**src/rtl/legv8_ctrl_pkg.sv**
```systemverilog
// Shared definitions for the LEGv8 multi-cycle controller: opcode patterns,
// instruction classes, FSM state encoding and datapath control constants.
package legv8_ctrl_pkg;

    localparam int OPC_BITS = 11;

    // Wildcard opcodes are held as value/mask pairs so no x or z bit is ever compared.
    typedef struct packed {
        logic [OPC_BITS-1:0] val;
        logic [OPC_BITS-1:0] msk;
    } opc_pat_t;

    localparam opc_pat_t PAT_AND  = '{val: 11'b10001010000, msk: 11'b11111111111};
    localparam opc_pat_t PAT_ORR  = '{val: 11'b10101010000, msk: 11'b11111111111};
    localparam opc_pat_t PAT_ADD  = '{val: 11'b10001011000, msk: 11'b11111111111};
    localparam opc_pat_t PAT_SUB  = '{val: 11'b11001011000, msk: 11'b11111111111};
    localparam opc_pat_t PAT_ADDI = '{val: 11'b10010001000, msk: 11'b11111111110};
    localparam opc_pat_t PAT_SUBI = '{val: 11'b11010001000, msk: 11'b11111111110};
    localparam opc_pat_t PAT_MOVZ = '{val: 11'b11010010100, msk: 11'b11111111100};
    localparam opc_pat_t PAT_B    = '{val: 11'b00010100000, msk: 11'b11111100000};
    localparam opc_pat_t PAT_CBZ  = '{val: 11'b10110100000, msk: 11'b11111111000};
    localparam opc_pat_t PAT_CBNZ = '{val: 11'b10110101000, msk: 11'b11111111000};
    localparam opc_pat_t PAT_LDUR = '{val: 11'b11111000010, msk: 11'b11111111111};
    localparam opc_pat_t PAT_STUR = '{val: 11'b11111000000, msk: 11'b11111111111};

    typedef enum logic [3:0] {
        CL_NOP, CL_AND, CL_ORR, CL_ADD, CL_SUB, CL_ADDI, CL_SUBI,
        CL_MOVZ, CL_B, CL_CBZ, CL_CBNZ, CL_LDUR, CL_STUR
    } iclass_t;

    typedef enum logic [2:0] {
        ST_FETCH  = 3'd0,
        ST_DECODE = 3'd1,
        ST_EXEC   = 3'd2,
        ST_MEM    = 3'd3,
        ST_WB     = 3'd4,
        ST_FAULT  = 3'd7
    } state_t;

    localparam logic [3:0] ALU_AND   = 4'b0000;
    localparam logic [3:0] ALU_ORR   = 4'b0001;
    localparam logic [3:0] ALU_ADD   = 4'b0010;
    localparam logic [3:0] ALU_SUB   = 4'b0110;
    localparam logic [3:0] ALU_PASSB = 4'b0111;
    localparam logic [3:0] ALU_MOVZ  = 4'b1000;

    localparam logic [2:0] SGN_I    = 3'b000;
    localparam logic [2:0] SGN_D    = 3'b001;
    localparam logic [2:0] SGN_B    = 3'b010;
    localparam logic [2:0] SGN_CB   = 3'b011;
    localparam logic [2:0] SGN_MOVZ = 3'b100;

    localparam logic [1:0] PCSRC_SEQ = 2'b00;
    localparam logic [1:0] PCSRC_BR  = 2'b01;

    typedef struct packed {
        iclass_t    cls;
        logic [3:0] aluop;
        logic [2:0] signop;
    } dec_t;

    localparam dec_t DEC_NOP = '{cls: CL_NOP, aluop: ALU_AND, signop: SGN_I};

    function automatic logic opc_match(input logic [OPC_BITS-1:0] opc, input opc_pat_t pat);
        return (opc & pat.msk) == pat.val;
    endfunction

endpackage

```
**src/rtl/legv8_opclass_decode.sv**
```systemverilog
// Combinational opcode classifier: maps IR[31:21] to an instruction class plus
// the ALU operation and immediate-extend select that class needs.
module legv8_opclass_decode
    import legv8_ctrl_pkg::*;
#(
    parameter int OPC_W = OPC_BITS
) (
    input  logic [OPC_W-1:0] opcode,
    output iclass_t          cls,
    output logic             valid,
    output logic [3:0]       aluop,
    output logic [2:0]       signop
);

    logic [OPC_BITS-1:0] op;
    assign op = OPC_BITS'(opcode);

    // NOTE: every output gets a default before the if-chain so no path leaves one unassigned (no latch).
    always_comb begin
        cls    = CL_NOP;
        valid  = 1'b1;
        aluop  = ALU_AND;
        signop = SGN_I;
        if (opc_match(op, PAT_AND)) begin
            cls = CL_AND;
        end else if (opc_match(op, PAT_ORR)) begin
            cls   = CL_ORR;
            aluop = ALU_ORR;
        end else if (opc_match(op, PAT_ADD)) begin
            cls   = CL_ADD;
            aluop = ALU_ADD;
        end else if (opc_match(op, PAT_SUB)) begin
            cls   = CL_SUB;
            aluop = ALU_SUB;
        end else if (opc_match(op, PAT_ADDI)) begin
            cls   = CL_ADDI;
            aluop = ALU_ADD;
        end else if (opc_match(op, PAT_SUBI)) begin
            cls   = CL_SUBI;
            aluop = ALU_SUB;
        end else if (opc_match(op, PAT_MOVZ)) begin
            cls    = CL_MOVZ;
            aluop  = ALU_MOVZ;
            signop = SGN_MOVZ;
        end else if (opc_match(op, PAT_B)) begin
            cls    = CL_B;
            signop = SGN_B;
        end else if (opc_match(op, PAT_CBZ)) begin
            cls    = CL_CBZ;
            aluop  = ALU_PASSB;
            signop = SGN_CB;
        end else if (opc_match(op, PAT_CBNZ)) begin
            cls    = CL_CBNZ;
            aluop  = ALU_PASSB;
            signop = SGN_CB;
        end else if (opc_match(op, PAT_LDUR)) begin
            cls    = CL_LDUR;
            aluop  = ALU_ADD;
            signop = SGN_D;
        end else if (opc_match(op, PAT_STUR)) begin
            cls    = CL_STUR;
            aluop  = ALU_ADD;
            signop = SGN_D;
        end else begin
            valid = 1'b0;
        end
    end

endmodule

```
**src/rtl/legv8_multicycle_ctrl.sv**
```systemverilog
// LEGv8 multi-cycle sequencer: FETCH/DECODE/EXEC/MEM/WB with memory handshakes.
// Optional perf counters are built when LEGV8_MC_PERF_EN is defined.
module legv8_multicycle_ctrl
    import legv8_ctrl_pkg::*;
#(
    parameter int MEM_WAIT_MAX = 15,
    parameter int OPC_W        = 11
) (
    input  logic             Clk,
    input  logic             ResetL,
    input  logic [OPC_W-1:0] opcode,
    input  logic             zero,
    input  logic             imem_ack,
    input  logic             dmem_ack,
    output logic             imem_req,
    output logic             dmem_req,
    output logic             ir_write,
    output logic             pc_write,
    output logic [1:0]       pc_src,
    output logic             reg2loc,
    output logic             alusrc,
    output logic             mem2reg,
    output logic             regwrite,
    output logic             memread,
    output logic             memwrite,
    output logic [3:0]       aluop,
    output logic [2:0]       signop,
    output logic [2:0]       state,
    output logic             instr_done,
`ifdef LEGV8_MC_PERF_EN
    output logic [31:0]      perf_cycles,
    output logic [31:0]      perf_instrs,
`endif
    output logic             fault
);

    localparam logic [7:0] WAIT_LAST = 8'(MEM_WAIT_MAX - 1);

    state_t     state_q, state_d;
    logic [7:0] wait_cnt, wait_d;
    dec_t       dec_q;

    iclass_t    dec_cls;
    logic       dec_valid;
    logic [3:0] dec_aluop;
    logic [2:0] dec_signop;
    logic       is_ldur, is_stur, taken;

    legv8_opclass_decode #(.OPC_W(OPC_W)) u_dec (
        .opcode (opcode),
        .cls    (dec_cls),
        .valid  (dec_valid),
        .aluop  (dec_aluop),
        .signop (dec_signop)
    );

    assign is_ldur = (dec_q.cls == CL_LDUR);
    assign is_stur = (dec_q.cls == CL_STUR);
    assign taken   = (dec_q.cls == CL_CBZ) ? zero : !zero;
    assign state   = state_q;

    // NOTE: sequential state uses non-blocking assignments so every register samples pre-edge values.
    always_ff @(posedge Clk or negedge ResetL) begin
        if (!ResetL) begin
            state_q  <= ST_FETCH;
            wait_cnt <= '0;
            dec_q    <= DEC_NOP;
        end else begin
            state_q  <= state_d;
            wait_cnt <= wait_d;
            if (state_q == ST_DECODE) begin
                dec_q <= '{cls: dec_cls, aluop: dec_aluop, signop: dec_signop};
            end
        end
    end

    always_comb begin
        state_d    = state_q;
        wait_d     = '0;
        imem_req   = 1'b0;
        dmem_req   = 1'b0;
        ir_write   = 1'b0;
        pc_write   = 1'b0;
        pc_src     = PCSRC_SEQ;
        reg2loc    = 1'b0;
        alusrc     = 1'b0;
        mem2reg    = 1'b0;
        regwrite   = 1'b0;
        memread    = 1'b0;
        memwrite   = 1'b0;
        aluop      = ALU_AND;
        signop     = SGN_I;
        instr_done = 1'b0;
        fault      = 1'b0;
        // NOTE: outputs are gated by ResetL itself so strobes drop the moment reset asserts, not at the next edge.
        if (ResetL) begin
            if (state_q inside {ST_EXEC, ST_MEM, ST_WB}) begin
                aluop   = dec_q.aluop;
                signop  = dec_q.signop;
                alusrc  = dec_q.cls inside {CL_ADDI, CL_SUBI, CL_MOVZ, CL_LDUR, CL_STUR};
                reg2loc = dec_q.cls inside {CL_CBZ, CL_CBNZ, CL_STUR};
            end
            case (state_q)
                ST_FETCH: begin
                    imem_req = 1'b1;
                    if (imem_ack) begin
                        ir_write = 1'b1;
                        state_d  = ST_DECODE;
                    end else if (wait_cnt == WAIT_LAST) begin
                        state_d = ST_FAULT;
                    end else begin
                        wait_d = wait_cnt + 8'd1;
                    end
                end
                ST_DECODE: state_d = dec_valid ? ST_EXEC : ST_FAULT;
                ST_EXEC: begin
                    case (dec_q.cls)
                        CL_B, CL_CBZ, CL_CBNZ: begin
                            pc_write   = 1'b1;
                            pc_src     = (dec_q.cls == CL_B || taken) ? PCSRC_BR : PCSRC_SEQ;
                            instr_done = 1'b1;
                            state_d    = ST_FETCH;
                        end
                        CL_LDUR, CL_STUR: state_d = ST_MEM;
                        default:          state_d = ST_WB;
                    endcase
                end
                ST_MEM: begin
                    dmem_req = 1'b1;
                    memread  = is_ldur;
                    memwrite = is_stur;
                    if (dmem_ack) begin
                        if (is_ldur) begin
                            state_d = ST_WB;
                        end else begin
                            pc_write   = 1'b1;
                            instr_done = 1'b1;
                            state_d    = ST_FETCH;
                        end
                    end else if (wait_cnt == WAIT_LAST) begin
                        state_d = ST_FAULT;
                    end else begin
                        wait_d = wait_cnt + 8'd1;
                    end
                end
                ST_WB: begin
                    regwrite   = 1'b1;
                    mem2reg    = is_ldur;
                    pc_write   = 1'b1;
                    instr_done = 1'b1;
                    state_d    = ST_FETCH;
                end
                ST_FAULT: fault = 1'b1;
                default:  state_d = ST_FAULT;
            endcase
        end
    end

`ifdef LEGV8_MC_PERF_EN
    always_ff @(posedge Clk or negedge ResetL) begin
        if (!ResetL) begin
            perf_cycles <= '0;
            perf_instrs <= '0;
        end else begin
            if (state_q != ST_FAULT) perf_cycles <= perf_cycles + 32'd1;
            if (instr_done)          perf_instrs <= perf_instrs + 32'd1;
        end
    end
`endif

endmodule

```
**config.mk**
```make
export PLATFORM = sky130hd
export DESIGN_NAME = legv8_multicycle_ctrl
export DESIGN_NICKNAME = d
export VERILOG_FILES = /design/src/rtl/legv8_ctrl_pkg.sv /design/src/rtl/legv8_opclass_decode.sv /design/src/rtl/legv8_multicycle_ctrl.sv
export SDC_FILE = /design/constraint.sdc
export NUM_CORES = 1
export LEC_CHECK = 0
export CORE_MARGIN = 2
export CORE_UTILIZATION = 45
export CTS_BUF_LIST = sky130_fd_sc_hd__clkbuf_8
export DETAILED_ROUTE_END_ITERATION = 10
export PLACE_DENSITY = 0.77
export SETUP_SLACK_MARGIN = 0.1
export SLEW_MARGIN = 25
export SYNTH_ARGS = -nofsm -noshare
export SYNTH_HDL_FRONTEND = slang
export SYNTH_SLANG_ARGS = --single-unit
```
**constraint.sdc**
```tcl
create_clock -name Clk -period 1.45 [get_ports Clk]
set_input_delay 0.2175 -clock Clk [delete_from_list [all_inputs] [get_ports Clk]]
set_output_delay 0.2175 -clock Clk [all_outputs]
set_load 0.05 [all_outputs]
```
==> qor.yml, run 1 <==
ys_seq_elements: 21
grt_max_degree: 16
place_hpwl_um: 4180
postPlaceCellArea_mm2: 0.00271
die_h_um: 63.2
status: "aborted with a tool error"
error: "[ERROR DPL-0038] Utilization greater than 100%, impossible to legalize"
ys.flop_type: "dfrtp_1"
place_congestion: 0.972
async_reset_ff_frac: 1.00
rows: 21
yosys_warnings: 0
syn-mean-instance-area_um2: 8.05
syn_area_mm2: 0.00158
synth_cells: 196
ys_top_cells_by_area: "dfrtp_1 33%, nor2_1 6.2%, nand2_1 3.6%"
start_util: 0.469
synth-edff-count: 0
ctsHtreeMaxLevel: 1
worstEpCategory: "output port"
yosysTopAreaCell: "dfrtp_1"
clockRootBuffer: "clkbuf_8"
ys_seq_area_frac: 0.333
num_io_pins: 40
cts.path.max_buffers: 2
ys_types: 50
numCtsBuffers: 3
synth_top_area_frac: 0.333
syn_nets: 214
die_w_um: 63.2
failing_step: "5_1_grt"
io_buffers: 38
crit_endpoint: "pc_write"
cts_sinks: 21
==> through the flow <==
| stage | hold slack (ps) | worst slack [ps] | instances | TNS [ps] | utilization |
|---|---|---|---|---|---|
| 2_1_floorplan | -78.1 | -381 | 196 | -7000 | - |
| 3_3_place_gp | 430 | -700 | 314 | -12950 | 0.806 |
| 3_5_place_dp | 439 | -779 | 314 | -15350 | 0.806 |
| 4_1_cts | -82.6 | -409 | 341 | -7550 | 0.946 |
==> logic make-up after synthesis <==
| logic type | after synthesis | synth area share |
|---|---|---|
| adders and majority gates | 2 | 0.0159 |
| xor gates and xnor gates | 7 | 0.0389 |
| and+or+nand+nor | 90 | 0.311 |
| buffers and inverters | 22 | 0.0627 |
| AOI/OAI and AO/OA | 49 | 0.210 |
| other | 1 | 0.00238 |
| DFF | 21 | 0.333 |
| muxes | 4 | 0.0262 |
==> what timing repair did <==
| item | in CTS |
|---|---|
| setup buffers | 22 |
| endpoints found under the setup margin | 42 |
| gates resized for setup | 85 |
| pin swaps | 25 |
| gates cloned | 1 |
| hold endpoints to repair | 1 |
==> synthesized netlist by cell type, types with 2 or more instances <==
cell type and count:
o21a_1 2, buf_2 4, and4_1 2, nand3b_1 4, buf_4 3, ha_1 2, a31oi_1 6, clkbuf_1 10
xnor2_1 2, a21oi_1 9, o21ai_0 11, a21o_1 2, nor2b_1 7, a211oi_1 5, inv_1 5, nand3_1 5
or3_1 2, nor3b_1 2, mux2i_1 3, nand4_1 5, a221o_1 2, xor2_1 5, a22o_1 2, nand2_1 15
nor2_1 26, dfrtp_1 21, nor3_1 5, and2_1 7
==> run 2: changes to the inputs <==
- CORE_UTILIZATION: 45 -> 30
- CTS_BUF_LIST: sky130_fd_sc_hd__clkbuf_8 -> unset
- PLACE_DENSITY: 0.77 -> unset
- PLACE_DENSITY_LB_ADDON: unset -> 0.15
- SETUP_SLACK_MARGIN: 0.1 -> unset
- clock period: 1.45 -> 1.9 ns (I/O delays scaled with it)
==> qor.yml, run 2 <==
utilization: 0.534
drive_above_1_share: 0.422
crit_fanout: 7
rows: 26
cp-end-kind: "output pin"
synth_common_cells: "26 x nor2_1, 21 x dfrtp_1, 15 x nand2_1"
place_congestion: 0.804
antenna_found_initial: 0
grt_pass1_wl_um: 7660
num_io_pins: 40
p_sw_frac: 0.263
clk_pin_slew_ps: 70
wire_per_inst_um: 13.0
slew_viol_final: 0
numCtsBuffers: 3
grt_max_degree: 20
violations: "negative setup slack"
dr_total_vias: 1680
cap_violations: 0
grtUsageMet1: 0.212
via_per_inst: 4.97
clock_skew_ps: 1.90
grt_pass1_vias: 1614
grt_overflow: 0
top_usage_layer: "met2"
ys_top_cells_by_area: "dfrtp_1 33%, nor2_1 6.2%, nand2_1 3.6%"
synth-edff-count: 0
combPwrFrac: 0.203
coreArea_mm2: 0.00511
first_pass_iters: 4
final_cell_area_mm2: 0.00273
postCtsHoldBufs: 0
synth_top_area_frac: 0.333
ys.flop_type: "dfrtp_1"
post-place-ws_ps: -266
syn_area_mm2: 0.00158
yosysTopAreaCell: "dfrtp_1"
p_leak_nw: 1.16
clkLatencyLatePin_ps: 260
wl_um: 4380
ys_seq_elements: 21
first_iter_violations: 80
power_switching_mw: 0.253
die_h_um: 76.5
p_seq_frac: 0.493
layout_commonest_cell: "buf_4"
status: "finished, violations left"
antenna_left: 0
syn-mean-instance-area_um2: 8.05
clkPwrFrac: 0.303
startpoint_type: "flip-flop"
track_usage: 0.157
yosys_warnings: 0
finalCritPeriodShare: 1.01
max_freq_ghz: 0.520
die_area_mm2: 0.00586
cts_sinks: 21
diodes: 0
drcViolationCount: 0
ys_seq_area_frac: 0.333
async_reset_ff_frac: 1.00
rsz0062_at_grt: "yes"
met2_usage: 0.266
top_register: "dec_q"
fin_nets: 287
syn_nets: 214
postPlaceCellArea_mm2: 0.00251
peakVddDrop_mv: 0.227
yosysMostFrequentCell: "nor2_1"
clockRootBuffer: "clkbuf_8"
crit_type: "flip-flop to output pin"
finalHoldViolCount: 0
finalSetupViolCount: 1
place_hpwl_um: 3350
synth_cells: 196
p_per_area_mw_per_mm2: 353
cts.path.max_buffers: 2
final_cells: 338
finalPower_mw: 0.963
largest_reg_flops: 10
layout_setup_ws_ps: -24.4
worstPathRequired_ps: 1620
ys_types: 50
final_cell_mix: "48 x buf_4, 20 x nor2_1, 20 x buf_12"
die_w_um: 76.5
cts_tree: "done"
internal_power_mw: 0.710
min_path_type: "input port to asynchronous set/reset pin"
area_growth_syn_to_layout_pct: 72.9
fin_crit_ps: 1920
use_met3: 0.0225
start_util: 0.309
io_buffers: 38
ctsHtreeMaxLevel: 1
worst_ep_arrival_time_ps: 1640
dp.cells: 323
run 2: cell counts after synthesis:
Identical to the previous run, type by type.
run 2: area by class of cell:
| cell class | count | area (um2) |
|---|---|---|
| multi-input combinational | 153 | 1100 |
| inverter | 5 | 18.8 |
| fill | 494 | 2380 |
| sequential | 21 | 531 |
| clock buffer | 4 | 45.0 |
| tap | 70 | 87.6 |
| timing repair buffer | 85 | 945 |
run 2: power by group through the flow:
stage	Combinational, mW	Clock [mW]	Sequential (mW)
2_1_floorplan	0.0918	0	0.478
3_3_place_gp	0.192	0	0.482
3_5_place_dp	0.195	0	0.483
4_1_cts	0.196	0.305	0.475
5_1_grt	0.219	0.320	0.478
6_report	0.196	0.292	0.475
run 2: logic make-up (layout without fill, tap and decap cells):
group / after synthesis / count (layout) / synth area share
AND/OR/NAND/NOR: 90 / 90 / 0.311
AO/OA/AOI/OAI: 49 / 49 / 0.210
buffers and inverters: 22 / 94 / 0.0627
flip-flops: 21 / 21 / 0.333
XOR/XNOR: 7 / 7 / 0.0389
multiplexers: 4 / 4 / 0.0262
adder cells (fa/ha/maj): 2 / 2 / 0.0159
other: 1 / 1 / 0.00238
run 2: path summary, 6_finish.rpt:
path / startpoint / endpoint / slack, ps / cells after the start
max in group asynchronous: ResetL / dec_q[7]$_DFFE_PN0P_ / 1480 / 2
worst max-delay path: state[1]$_DFFE_PN0P_ / reg2loc / -20 / 6
min in group Clk: dec_q[6]$_DFFE_PN0P_ / dec_q[6]$_DFFE_PN0P_ / 480 / 1
worst min-delay path: ResetL / state[1]$_DFFE_PN0P_ / 120 / 2
worst max register to register: state[0]$_DFFE_PN0P_ / dec_q[8]$_DFFE_PN0P_ / 230 / 6
worst min register to register: dec_q[6]$_DFFE_PN0P_ / dec_q[6]$_DFFE_PN0P_ / 480 / 1
run 2: stage by stage:
step                setup TNS [ps]  hold slack (ps)
detailed placement           -1980              467
finish                       -24.4              118
global placement             -2010              457
CTS                           -170              476
floorplan                    -20.6            -10.6
global route                  -456              142
run 2: per-layer routing:
| metal | up-vias | wire (um) |
|---|---|---|
| met5 | - | 0 |
| met4 | 0 | 36 |
| met3 | 4 | 118 |
| met2 | 31 | 2220 |
| met1 | 803 | 2010 |
| li1 | 842 | - |
run 2: worst max-delay path: stages (launching register included):
cell and delay (ps):
dfrtp_2 470, nor2_4 160, a21oi_2 70, nor2b_2 190, buf_4 150, o2111a_2 200
buf_12 140
run 2: timing repair:
action | in CTS | in global routing
hold endpoints to repair | 0 | 0
buffers inserted | 8 | 3
gates resized for setup | 8 | 18
endpoints found under the setup margin | 13 | 23
pin swaps | 1 | 11
No activity file was read; power rests on OpenSTA's default activity.
